$ cat src/rtl/cavlc_level_reader_pkg.sv
// cavlc_level_reader_pkg: state encoding and saturation helper for the CAVLC level reader.
package cavlc_level_reader_pkg;
   typedef enum logic [2:0] {
      S_IDLE,
      S_ISSUE,
      S_CAPTURE,
      S_EMIT0,
      S_EMIT1,
      S_DONE
   } state_t;
   function automatic logic [4:0] sat5(input logic [4:0] v, input logic [4:0] m);
      return (v > m) ? m : v;
   endfunction
endpackage

$ cat src/rtl/cavlc_level_reader.sv
// cavlc_level_reader: fetches block levels two per buffer read and streams them
// one at a time with index, trailing-one and last tags over valid/ready.
module cavlc_level_reader
   import cavlc_level_reader_pkg::*;
#(
   parameter int DATAWIDTH = 8,
   parameter int ADDRWIDTH = 4,
   parameter int DEPTH     = 16
) (
   input  logic                 clk,
   input  logic                 rst,
   input  logic                 start,
   input  logic [4:0]           total_coeff,
   input  logic [1:0]           trailing_ones,
   output logic                 busy,
   output logic [ADDRWIDTH-1:0] buf_raddr,
   output logic                 buf_re,
   input  logic [DATAWIDTH-1:0] buf_out0,
   input  logic [DATAWIDTH-1:0] buf_out1,
   output logic                 lvl_valid,
   input  logic                 lvl_ready,
   output logic [DATAWIDTH-1:0] lvl_data,
   output logic [4:0]           lvl_idx,
   output logic                 lvl_t1,
   output logic                 lvl_last,
   output logic                 done
);
   localparam logic [4:0] MAX_COEFF = 5'(DEPTH);
   state_t               state_q, state_d;
   logic [4:0]           tc_q, tc_d, idx_q, idx_d, tc_c, t1_c;
   logic [1:0]           t1_q, t1_d;
   logic [ADDRWIDTH-1:0] ptr_q, ptr_d;
   logic [DATAWIDTH-1:0] hold0_q, hold0_d, hold1_q, hold1_d;
   logic                 hs;
   assign tc_c      = sat5(total_coeff, MAX_COEFF);
   assign t1_c      = sat5({3'b0, trailing_ones}, tc_c);
   assign busy      = state_q != S_IDLE;
   assign buf_re    = state_q == S_ISSUE;
   assign buf_raddr = buf_re ? ptr_q : '0;
   assign lvl_valid = (state_q == S_EMIT0) || (state_q == S_EMIT1);
   assign lvl_data  = (state_q == S_EMIT0) ? hold0_q : (state_q == S_EMIT1) ? hold1_q : '0;
   assign lvl_idx   = lvl_valid ? idx_q : '0;
   assign lvl_t1    = lvl_valid && (idx_q < {3'b0, t1_q});
   assign lvl_last  = lvl_valid && (idx_q == tc_q - 5'd1);
   assign done      = state_q == S_DONE;
   assign hs        = lvl_valid && lvl_ready;
   always_comb begin
      state_d = state_q;
      tc_d    = tc_q;
      t1_d    = t1_q;
      ptr_d   = ptr_q;
      idx_d   = idx_q;
      hold0_d = hold0_q;
      hold1_d = hold1_q;
      case (state_q)
         S_IDLE: if (start) begin
            tc_d    = tc_c;
            t1_d    = t1_c[1:0];
            ptr_d   = '0;
            idx_d   = '0;
            state_d = (tc_c == 5'd0) ? S_DONE : S_ISSUE;
         end
         S_ISSUE: state_d = S_CAPTURE;
         S_CAPTURE: begin
            hold0_d = buf_out0;
            hold1_d = buf_out1;
            state_d = S_EMIT0;
         end
         S_EMIT0: if (hs) begin
            idx_d   = idx_q + 5'd1;
            state_d = lvl_last ? S_DONE : S_EMIT1;
         end
         S_EMIT1: if (hs) begin
            idx_d   = idx_q + 5'd1;
            ptr_d   = ptr_q + ADDRWIDTH'(2);
            state_d = lvl_last ? S_DONE : S_ISSUE;
         end
         default: state_d = S_IDLE;
      endcase
   end
   always_ff @(posedge clk) begin
      if (rst) begin
         state_q <= S_IDLE;
         tc_q    <= '0;
         t1_q    <= '0;
         ptr_q   <= '0;
         idx_q   <= '0;
         hold0_q <= '0;
         hold1_q <= '0;
      end else begin
         state_q <= state_d;
         tc_q    <= tc_d;
         t1_q    <= t1_d;
         ptr_q   <= ptr_d;
         idx_q   <= idx_d;
         hold0_q <= hold0_d;
         hold1_q <= hold1_d;
      end
   end
endmodule

$ cat config.mk
export PLATFORM = sky130hd
export DESIGN_NAME = cavlc_level_reader
export DESIGN_NICKNAME = d
export VERILOG_FILES = /design/src/rtl/cavlc_level_reader_pkg.sv /design/src/rtl/cavlc_level_reader.sv
export SDC_FILE = /design/constraint.sdc
export NUM_CORES = 1
export LEC_CHECK = 0
export BUFFER_PORTS_ARGS = -buffer_cell sky130_fd_sc_hd__buf_2
export CAP_MARGIN = 20
export CORE_UTILIZATION = 50
export DETAILED_ROUTE_END_ITERATION = 6
export GPL_ROUTABILITY_DRIVEN = 0
export GPL_TIMING_DRIVEN = 0
export PLACE_DENSITY = 0.83
export SLEW_MARGIN = 20
export SYNTH_ARGS = -nofsm -noshare
export SYNTH_HDL_FRONTEND = slang
export SYNTH_SLANG_ARGS = --single-unit
$ cat constraint.sdc
create_clock -name clk -period 1.8 [get_ports clk]
set_input_delay 0.18 -clock clk [delete_from_list [all_inputs] [get_ports clk]]
set_output_delay 0.18 -clock clk [all_outputs]
set_load 0.02 [all_outputs]
# == After elaboration in Yosys (flattened, before gate mapping) ==
# Cells that the tools add are included.
# op_classes
n_addsub,3
magnitude_cmp,3
eq_ne,10
n_mux,19
n_reduce_logical,14
# op_table
operator,count
$mux W5,4
$mux W8,2
$mux W3,5
$pmux W3 S5,1
$mux W4,3
$pmux W5 S2,1
$reduce_and A3 Y1,3
$pmux W4 S2,1
$eq A3 B2 Y1 const B,2
$eq A3 B3 Y1 const B,2
$ne A2 B2 Y1 const B,3
$add A5 B1 Y5 const B,1
$eq A5 B5 Y1,1
$gt A2 B5 Y1,1
$gt A5 B5 Y1 const B,1
$logic_not A5 Y1,1
$lt A5 B2 Y1,1
$sub A5 B1 Y5 const B,1
$add A4 B2 Y4 const B,1
$reduce_bool A2 Y1,2
$eq A3 B1 Y1 const B,1
$logic_and A1 B1 Y1,3
$logic_not A3 Y1,1
$reduce_bool A3 Y1,1
6 further kinds,6
# word_totals
register_bits,35
inputBits,27
elab_cells,56

# == Depth between registers and ports, before layout ==
# logic_depth
depth_word,6
mapped_depth,7
depth_no_buf,6

# == Least setup slack after synthesis ==
# No wires, ideal clock.
# synth_timing
path_kind,register to output
startpoint,reg state_q[0]
endpoint,out buf_raddr[1]
t_arrival_ns,1.513
slack_ns,0.107
path_stages_with_launch,4
path_buffers,1
path_cell_list,dfxtp_1 buf_2 nor3b_1 and2_1
# synth_between
elab_chain_cells,2
# synth_rtl
item,line_no,rtl
from (decl),cavlc_level_reader.sv:29,"state_t state_q, state_d;"
from (signal assigned),cavlc_level_reader.sv:91,state_q <= state_d;
$eq A3 B1 Y1,cavlc_level_reader.sv:38,assign buf_re = state_q == S_ISSUE;
net buf_re,cavlc_level_reader.sv:17,"output logic buf_re,"
$mux W4,cavlc_level_reader.sv:39,assign buf_raddr = buf_re ? ptr_q : '0;
to (decl),cavlc_level_reader.sv:16,"output logic [ADDRWIDTH-1:0] buf_raddr,"
# The timed path passes the listed nets, and every way through them passes these cells.

# == Worst setup path after layout ==
# layout_timing
startpoint,reg tc_q[1]
endpoint,out lvl_last
# layout_between
elab_chain_cells,3
# layout_rtl
item,line_no,rtl
from (decl),cavlc_level_reader.sv:30,"logic [4:0] tc_q, tc_d, idx_q, idx_d, tc_c, t1_c;"
from (signal assigned),cavlc_level_reader.sv:92,tc_q <= tc_d;
$sub A5 B1 Y5,cavlc_level_reader.sv:44,assign lvl_last = lvl_valid && (idx_q == tc_q - 5'd1);
$eq A5 B5 Y1,cavlc_level_reader.sv:44,
$logic_and A1 B1 Y1,cavlc_level_reader.sv:44,
to (decl),cavlc_level_reader.sv:25,"output logic lvl_last,"
# No other way between the ends.

==> impl_metrics.ini <==
[run_status]
status = finished, violations left
failed_checks = negative setup slack

[clock_tree]
clkLatencyLatePin_ps = 290
clock_sinks = 34
cts-root-buf = clkbuf_8
clk_pin_slew_ps = 70
cts_tree = yes
cts_made_buffers = 5
ctsHtreeMaxLevel = 2
ctsHoldBuffers = 0
clk_path_buf_depth = 2

[sta]
hold_viol = 0
fin_crit_sh_pct = 103
worstMarginPinSlew_ps = 551
maxSlewViolCount = 0
rsz0062_at_grt = true
fmax_mhz = 542
slew_headroom_pct = 63.3
tns_ps = -46.1
finalSetupViolations = 1
worst_slack_ps = -46.1
finalClockSkew_ps = 4.95
hold_slack_ps = 122
period_needed_ps = 1850

[min_path]
min_to = hold1_q[3]$_SDFFE_PP0P_
hold_start = buf_out1[3]
hp-class = input port to flop
holdPathStages = 3

[placed_design]
hpwl_mm = 3.25
place_ws_ps = -37.1
portBuffers = 47

[logic_synthesis]
ys_ff_latch = 34
synth_nets = 264
syn_inst = 231
synthArstFlopShare_pct = 0
synth-edff-count = 0
ys_seq_area_share_pct = 36.6
yosys_warnings = 0
yosysTopAreaCell = dfxtp_1
yosys_most_used_dff = dfxtp_1
synth_common_cells = 44 x nand2_1, 34 x dfxtp_1, 26 x a21oi_1
synth_most_common_cell = nand2_1
synth_area_um2 = 1860
synth_top_cells_by_area = dfxtp_1 37%, nand2_1 8.9%, a21oi_1 7.0%
avgSynthCellArea_um2 = 8.06
synth_cell_types = 45
synth_top_area_share_pct = 36.6

[global_routing]
first_global_vias = 1742
grt_max_degree = 12
grt_use_total_pct = 26.1
overflow = 0
grt_pass1_wl_mm = 8.03
grt_antenna_before_repair = 0

[critical_path]
reg2reg_slack_ps = 110
cp_cell_sequence = inv_2 > ha_4 > o21ba_4 > a221oi_2 > a41oi_2 > nor2_2 > buf_6
path_class = flop to output port
crit_slowest_cell = dfxtp_2
r2r_end = idx_q[1]$_SDFFE_PP0P_
critPathMaxStageDelay_ps = 340
cpLargestDelayFamily = compound AO/OA/AOI/OAI gates
reg2reg_depth = 6
end_kind = output port
cp.arrival_ps = 1670
reg2reg_from = state_q[0]$_SDFFE_PP0P_
crit_fanout = 4
cp.required_ps = 1620
cp-start-kind = flop
cp_num_buf_inv = 2

[detailed_routing]
routed_wl_mm = 4.88
antenna_left = 0
drt_pass1_iterations = 4
drtIter0Drc = 120
vias = 1861
vias_per_cell = 5.54
drc = 0
wl_per_cell_um = 14.5

[floorplanning]
die_h_um = 63.0
dieArea_um2 = 3970
core.rowCount = 21
core_um2 = 3440
die_x_um = 63.0
pin_count = 50
initial_core_util_pct = 54.1

[final_layout]
fin_nets = 322
antennaDiodeCount = 0
area.growth.synth_to_final_pct = 32.1
drive_above_1_share_pct = 31.4

[pwr]
cellLeakagePower_nw = 1.09
p_per_area_nw_per_um2 = 824
finalPower_mw = 2.03
max-vdd-ir-drop_uv = 527

[job]
max_cap_violations = 0
## routing by layer
metal | track usage, % | wire (um)
met1 | 31.6 | 2100
met2 | 44.1 | 2370
met3 | 5.29 | 295
met5 | 0 | 0
met4 | 11.6 | 107
## cell families (layout without fill, tap and decap cells)
family          count (synthesis)  in the layout  share of synthesized area, %
buf+inv                        25             84                          6.99
flops                          34             34                          36.6
simple gates                   99             99                          27.1
mux                             3              3                          1.61
xor+xnor                        8              8                          3.76
compound gates                 55             55                          19.7
fa+ha+maj                       6              6                          4.03
other cells                     1              1                         0.201
## area by class of cell
cell class | count | area, um2
Clock buffer | 6 | 82.6
Timing Repair Buffer | 54 | 313
Tap cell | 46 | 57.6
Clock inverter | 2 | 60.1
Buffer | 14 | 106
Inverter | 8 | 30.0
Multi-Input combinational cell | 172 | 1120
Fill cell | 280 | 982
Sequential cell | 34 | 686
## where the power goes
group / internal, mW / total [mW] / switching (mW) / leakage (nW)
registers: 0.791 / 0.819 / 0.0289 / 0.278
logic: 0.144 / 0.337 / 0.193 / 0.738
clock network: 0.591 / 0.870 / 0.279 / 0.0714
## flip-flops by register name (all words and copies together), names as in the netlist
| register | count |
|---|---|
| idx_q | 5 |
| hold1_q | 8 |
| hold0_q | 8 |
| state_q | 3 |
| tc_q | 5 |
| t1_q | 2 |
| ptr_q | 3 |
## stage by stage
stage	util, %	area (um2)	instances
6_report	71.5	2460	336
5_1_grt	71.5	2460	336
4_1_cts	70.0	2410	338
3_5_place_dp	62.6	2150	324
3_3_place_gp	62.6	2150	324
2_1_floorplan	-	1860	231
## worst min-delay path, stage by stage
cell and delay [ps]:
buf_2 90, nand2_1 40, a21oi_1 50
## layout by cell type (no fill, tap or decap), drive strengths merged, types with 4 or more instances in the layout
cell,instances
a22o,8
dfxtp,34
o21ai,5
inv,8
a21oi,26
nor3,4
clkbuf,13
nand2,44
and2,9
xor2,6
or3,4
ha,6
nor2,9
nand3,9
buf,61
## worst max path at each step
stage                            startpoint      endpoint  slack [ps]  depth (start not counted)
finish                 tc_q[1]$_SDFFE_PP0P_      lvl_last         -50                          7
global route           tc_q[1]$_SDFFE_PP0P_      lvl_last         -80                          7
CTS                    tc_q[0]$_SDFFE_PP0P_      lvl_last         -40                          7
detailed placement     tc_q[0]$_SDFFE_PP0P_      lvl_last         -40                          7
global placement       tc_q[0]$_SDFFE_PP0P_      lvl_last          50                          7
floorplan           state_q[0]$_SDFFE_PP0P_  buf_raddr[1]         110                          3
## repair_timing
item / CTS / global route
pin swaps: 3 / 3
setup buffers: 7 / 0
setup endpoints to repair: 15 / 22
gates resized for setup: 18 / 16
No activity file was read; power rests on OpenSTA's default activity.
